### src/rtl/icache.sv
// icache: direct-mapped, read-only instruction cache for the fetch stage.
//
// A lookup of curr_addr happens every cycle. A hit returns the word
// combinationally with imem_stall low. A miss raises imem_stall, captures
// the line address and refills the whole line from backing memory, one
// word per request/response beat. Words are always filled in order
// 0..WORDS-1. Once the line is written, the lookup is retried.
//
// Ports:
//   clk         in   clock, all state updates on the rising edge
//   rst         in   synchronous active-low reset
//   curr_addr   in   [31:0] fetch PC byte address, bits [1:0] ignored
//   iinstr      out  [31:0] instruction word on a hit, NOP otherwise
//   imem_stall  out  1 = iinstr not valid, fetch holds its PC
//   inval       in   one-cycle pulse that invalidates every line
//   mem_req     out  backing-memory word read request
//   mem_addr    out  [31:0] word-aligned request address (0 when idle)
//   mem_rdata   in   [31:0] read data, valid with mem_rvalid
//   mem_rvalid  in   request completes this cycle
//
// Memory handshake: while mem_req=1, mem_addr is held stable. A beat
// completes on every rising edge where mem_req=1 and mem_rvalid=1.
// mem_rvalid may already be high in the first cycle of mem_req (zero-wait
// memory). mem_rvalid is ignored while mem_req=0. Only one request is
// outstanding at a time.

module icache #(
  parameter int          LINES = 16,
  parameter int          WORDS = 4,
  parameter logic [31:0] NOP   = 32'h0000_0013
) (
  input  logic        clk,
  input  logic        rst,
  input  logic [31:0] curr_addr,
  output logic [31:0] iinstr,
  output logic        imem_stall,
  input  logic        inval,
  output logic        mem_req,
  output logic [31:0] mem_addr,
  input  logic [31:0] mem_rdata,
  input  logic        mem_rvalid
);

  localparam int OB = $clog2(WORDS);
  localparam int IB = $clog2(LINES);
  localparam int TB = 32 - 2 - OB - IB;
  // Line address = tag + index
  localparam int LB = TB + IB;
  localparam logic [OB-1:0] K_LAST = OB'(WORDS - 1);

  typedef enum logic {
    IDLE = 1'b0,
    FILL = 1'b1
  } state_t;

  // FSM state, pending-invalidate flag and fill bookkeeping
  state_t          state_q, state_d;
  logic [OB-1:0]   k_q, k_d;
  logic [LB-1:0]   fill_addr_q, fill_addr_d;
  logic            pend_q, pend_d;
  logic [LINES-1:0] valid_q;

  // Storage. These arrays are not reset; only the valid bits are.
  logic [31:0]   data_mem [LINES][WORDS];
  logic [TB-1:0] tag_mem  [LINES];

  // Lookup address split
  logic [OB-1:0] word_off;
  logic [IB-1:0] idx;
  logic [TB-1:0] tag;
  logic          hit;
  logic          addr_unused;

  assign word_off    = curr_addr[2+OB-1:2];
  assign idx         = curr_addr[2+OB+IB-1:2+OB];
  assign tag         = curr_addr[31:2+OB+IB];
  assign addr_unused = ^curr_addr[1:0];

  // Line being filled
  logic [IB-1:0] fill_idx;
  logic [TB-1:0] fill_tag;
  logic          beat;
  logic          last_beat;

  assign fill_idx  = fill_addr_q[IB-1:0];
  assign fill_tag  = fill_addr_q[LB-1:IB];
  assign beat      = (state_q == FILL) && mem_rvalid;
  assign last_beat = beat && (k_q == K_LAST);

  // An inval in the same cycle suppresses the hit, so fetch never
  // consumes a word from a line that is being invalidated.
  assign hit = (state_q == IDLE) && valid_q[idx] && (tag_mem[idx] == tag) && !inval;

  assign iinstr     = hit ? data_mem[idx][word_off] : NOP;
  assign imem_stall = !hit;

  // Valid-bit control
  logic valid_clr;
  logic valid_set;

  always_comb begin
    state_d     = state_q;
    k_d         = k_q;
    fill_addr_d = fill_addr_q;
    pend_d      = pend_q;
    valid_clr   = 1'b0;
    valid_set   = 1'b0;
    mem_req     = 1'b0;
    mem_addr    = 32'h0;
    case (state_q)
      IDLE: begin
        if (inval) begin
          valid_clr = 1'b1;
        end else if (!hit) begin
          fill_addr_d = curr_addr[31:2+OB];
          k_d         = '0;
          state_d     = FILL;
        end
      end
      FILL: begin
        mem_req  = 1'b1;
        mem_addr = {fill_addr_q, k_q, 2'b00};
        // An inval during a fill is remembered, not acted on, so the
        // outstanding request is always allowed to complete.
        if (inval) begin
          pend_d = 1'b1;
        end
        if (mem_rvalid) begin
          k_d = k_q + 1'b1;
          if (k_q == K_LAST) begin
            valid_set = 1'b1;
            // Pending or coincident inval wipes everything, including
            // the line just written, so the retry misses.
            if (pend_q || inval) begin
              valid_clr = 1'b1;
            end
            pend_d  = 1'b0;
            state_d = IDLE;
          end
        end
      end
      default: begin
        state_d = IDLE;
      end
    endcase
  end

  always_ff @(posedge clk) begin
    if (!rst) begin
      state_q     <= IDLE;
      k_q         <= '0;
      fill_addr_q <= '0;
      pend_q      <= 1'b0;
    end else begin
      state_q     <= state_d;
      k_q         <= k_d;
      fill_addr_q <= fill_addr_d;
      pend_q      <= pend_d;
    end
  end

  // Clear has priority over set so an invalidate always wins at fill end.
  always_ff @(posedge clk) begin
    if (!rst) begin
      valid_q <= '0;
    end else if (valid_clr) begin
      valid_q <= '0;
    end else if (valid_set) begin
      valid_q[fill_idx] <= 1'b1;
    end
  end

  always_ff @(posedge clk) begin
    if (rst && beat) begin
      data_mem[fill_idx][k_q] <= mem_rdata;
    end
    if (rst && last_beat) begin
      tag_mem[fill_idx] <= fill_tag;
    end
  end

endmodule
### config.mk
export PLATFORM = sky130hd
export DESIGN_NAME = icache
export DESIGN_NICKNAME = d
export VERILOG_FILES = /design/src/rtl/icache.sv
export SDC_FILE = /design/constraint.sdc
export NUM_CORES = 2
export LEC_CHECK = 0
export CAP_MARGIN = 25
export CORE_AREA = 2 2 601 543
export DETAILED_ROUTE_END_ITERATION = 10
export DIE_AREA = 0 0 603 545
export PLACE_DENSITY = 0.48
export RECOVER_POWER = 25
export SYNTH_ARGS = -nofsm -noshare
export SYNTH_HDL_FRONTEND = slang
export SYNTH_SLANG_ARGS = --single-unit
### constraint.sdc
create_clock -name clk -period 6.9 [get_ports clk]
set_input_delay 1.38 -clock clk [delete_from_list [all_inputs] [get_ports clk]]
set_output_delay 1.38 -clock clk [all_outputs]
set_load 0.05 [all_outputs]
==> flow_summary_export.csv <==
group,metric,value,unit
drt,vias,45950,
die,die_y,545,um
clock_network,clock_latency,0.86,ns
outcome,status,"finished, violations left",
grt,grt_overflow,0,
worst_setup_path,critical_path_class,"in2out",
timing,fin_worst_skew,0.05444,ns
yosys,synthCells,4128,
power_and_ir_drop,pwr-share-comb,5.0,%
yosys,ys_warn_count,0,
worst_setup_path,worst_r2r_endpoint,"data_mem[2][25]",
die,row_count,198,
power_and_ir_drop,p_per_area,283.1,mW/mm^2
die,fp.dieW,603,um
placement,dp.cells,8503,
yosys,synth_area_leader_cell,"edfxtp_1",
timing,tightestPinTransition,2.579,ns
grt,grt_start_max_net_pins,122,
die,ios,134,
worst_setup_path,cp-start-kind,"input port",
worst_setup_path,cp_max_fo,20,
yosys,syn-cell-area,0.09630,sq mm
die,core,0.3223,sq mm
clock_network,clk_path_buf_depth,4,
layout,fillers,29620,
clock_network,cts_tree,"yes",
grt,grt_pass1_wl,384.4,mm
flow_run,cap_viol_max_count,15,
timing,hold_viol_final,0,
clock_network,htreeDepth,5,
worst_setup_path,setup.worst_path.start,"curr_addr[4]",
placement,hpwlAfterDp,158.8,mm
worst_setup_path,cp.arrival,5.21,ns
drt,dr.pass1.iters,5,
timing,maxSlewViolCount,924,
grt,grt_usage,16.73,%
layout,final_util,35.06,%
power_and_ir_drop,switchingPower,0.006864,W
drt,drt-total-wl,278.5,mm
clock_network,clk_pin_slew,0.06,ns
power_and_ir_drop,power_leakage,34.49,nW
timing,fmax,0.1518,GHz
timing,whs,0.4634,ns
worst_setup_path,crit_path_end,"iinstr[27]",
drt,drt_iter0_markers,4920,
yosys,synth_edf_count,2432,
grt,grt_pass1_vias,46810,
drt,drc,0,
clock_network,root_buffer,"clkbuf_16",
outcome,violations,"max-capacitance violations, max-slew violations",
power_and_ir_drop,p_clk_share,42.7,%
die,start_util,29.88,%
worst_hold_path,hold_class,"reg2reg",
timing,rsz0062_at_grt,"false",
power_and_ir_drop,p_sw_share,21.46,%
worst_setup_path,end_kind,"output port",
worst_setup_path,critical_path_required,5.52,ns
yosys,yosysUniqueCellTypes,65,
yosys,synth.ff_latch_count,2480,
die,die-area,0.3286,sq mm
power_and_ir_drop,peakVddDrop,0.1771,mV
yosys,yosysSeqAreaShare,76.84,%
timing,min_period_over_period,95.50,%
yosys,avgSynthCellArea,23.33,sq um
timing,layout_setup_ws,0.3106,ns
layout,instances_no_fill,8992,
worst_setup_path,worstReg2RegStart,"state_q",
drt,ant_nets,0,
timing,maxSlewHeadroom,-71.92,%
layout,drive_gt1_share,31.00,%
placement,preCtsSetupSlack,-0.2092,ns
drt,via_per_inst,5.110,
yosys,synthArstFlopShare,0,%
worst_setup_path,rrSetupSlack,2.84,ns
clock_network,clock_sinks,2480,
timing,finalSetupViolations,0,
layout,finalInstanceArea,0.1130,sq mm
layout,nets,4568,
worst_hold_path,holdPathStages,2,
power_and_ir_drop,p_int,0.02513,W
placement,gp_congestion,0.7674,
placement,portBuffers,129,
timing,fin_crit,6.589,ns
yosys,synth_ff_type,"edfxtp_1",
grt,antenna_found_initial,31,
placement,placed_area,0.1047,sq mm
drt,routedWlPerCell,30.97,um
clock_network,numCtsBuffers,266,
yosys,ys_top_cells_by_area,"edfxtp_1 76%, mux4_2 18%, dfxtp_1 1.0%",
yosys,synth_top_area_share,75.84,%
power_and_ir_drop,seq_power_share,52.3,%
worst_setup_path,reg2reg_depth,5,
layout,area_growth,17.36,%
clock_network,hold_buffers,0,
-- critical path: stages --
cell	delay (ns)
buf_8	0.24
buf_12	0.23
mux4_2	0.51
mux2i_1	0.28
o221ai_1	0.19
nor4_2	0.39
buf_4	0.17
o221ai_2	0.11
nor4_1	0.29
or4b_4	0.51
buf_12	0.19
buf_12	0.17
nor2b_2	0.23
buf_4	0.17
buf_12	0.12
-- layout by cell type, fill, tap and decap left out, drive strengths merged, types with 48 or more instances in the layout --
cell type      count
dfxtp             48
nand2             77
nor2             111
clkbuf           372
clkinv            89
mux4             760
edfxtp          2432
mux2i             77
clkdlybuf4s50     57
buf              246
-- how the worst min path moves through the flow --
| stage | from | to | slack (ns) |
|---|---|---|---|
| finish | valid_q[6] | valid_q[6] | 0.46 |
| global route | valid_q[0] | valid_q[0] | 0.49 |
| CTS | valid_q[6] | valid_q[6] | 0.46 |
| detailed placement | valid_q[6] | valid_q[6] | 0.45 |
| global placement | valid_q[10] | valid_q[10] | 0.45 |
| floorplan | valid_q[4] | valid_q[4] | 0.43 |
-- routing by layer --
metal  up-vias  GRT usage (%)  part of all wire, %
li1      18450              -                    -
met1     25620          23.50                   44
met2      1482          27.18                   48
met3       387          2.644                  5.7
met4        12          4.174                  2.4
met5         -              0                0.028
-- Yosys cell counts, types with 21 or more instances --
| master | number |
|---|---|
| nor3_1 | 43 |
| dfxtp_1 | 48 |
| nor2b_1 | 43 |
| mux4_2 | 760 |
| nor2_1 | 111 |
| buf_2 | 61 |
| edfxtp_1 | 2432 |
| a2bb2oi_1 | 29 |
| buf_1 | 40 |
| and2_1 | 33 |
| clkbuf_1 | 121 |
| and3_1 | 21 |
| mux2i_1 | 77 |
| nand2_1 | 77 |
| nand3_1 | 22 |
-- final cells by class --
cell class | count | area [sq um] | area share, %
multi-input cells | 1395 | 21830 | 19.32
well taps | 4300 | 5380 | 4.761
clock inverters | 120 | 1044 | 0.9234
clock buffers | 336 | 7034 | 6.224
inverters | 14 | 52.55 | 0.04650
flip-flops and latches | 2480 | 73990 | 65.47
diodes | 8 | 20.02 | 0.01771
repair buffers | 339 | 3652 | 3.232
-- power groups by stage --
stage | clock [W] | sequential [W] | combinational (W)
after floorplan | 0 | 0.0170 | 0.000940
after global placement | 0 | 0.0170 | 0.00158
after detailed placement | 0 | 0.0170 | 0.00160
after CTS | 0.0139 | 0.0167 | 0.00161
after global routing | 0.0145 | 0.0167 | 0.00169
final | 0.0137 | 0.0167 | 0.00159
-- state kept, by name, summed over array words and instances, names as in the netlist --
signal	flops
tag_mem	384
pend_q	1
state_q	1
fill_addr_q	28
data_mem	2048
valid_q	16
k_q	2
-- cells by family (layout without fill, tap and decap cells) --
logic type                 Yosys count  in the layout  share of synthesized area [%]
muxes                              845            845                          18.67
AOI/OAI and AO/OA                  123            123                         0.9966
adders and majority gates            4              4                        0.05197
buffers and inverters              254            809                          1.159
xor gates and xnor gates            27             27                         0.2456
DFF                               2480           2480                          76.84
other                                1             10                       0.003894
and+or+nand+nor                    394            394                          2.039
-- through the flow --
stage | TNS (ns) | power [W]
after floorplan | 0 | 0.01793
after global placement | -0.1759 | 0.01862
after detailed placement | -0.2913 | 0.01865
after CTS | 0 | 0.03228
after global routing | 0 | 0.03293
final | 0 | 0.03199
-- repair_timing --
| action | CTS | global route |
|---|---|---|
| gates cloned | 0 | 0 |
| buffers inserted | 0 | 1 |
| endpoints found under the setup margin | 2 | 2 |
| resized for setup | 3 | 0 |
Note: power is estimated with default switching activity, not from simulation.
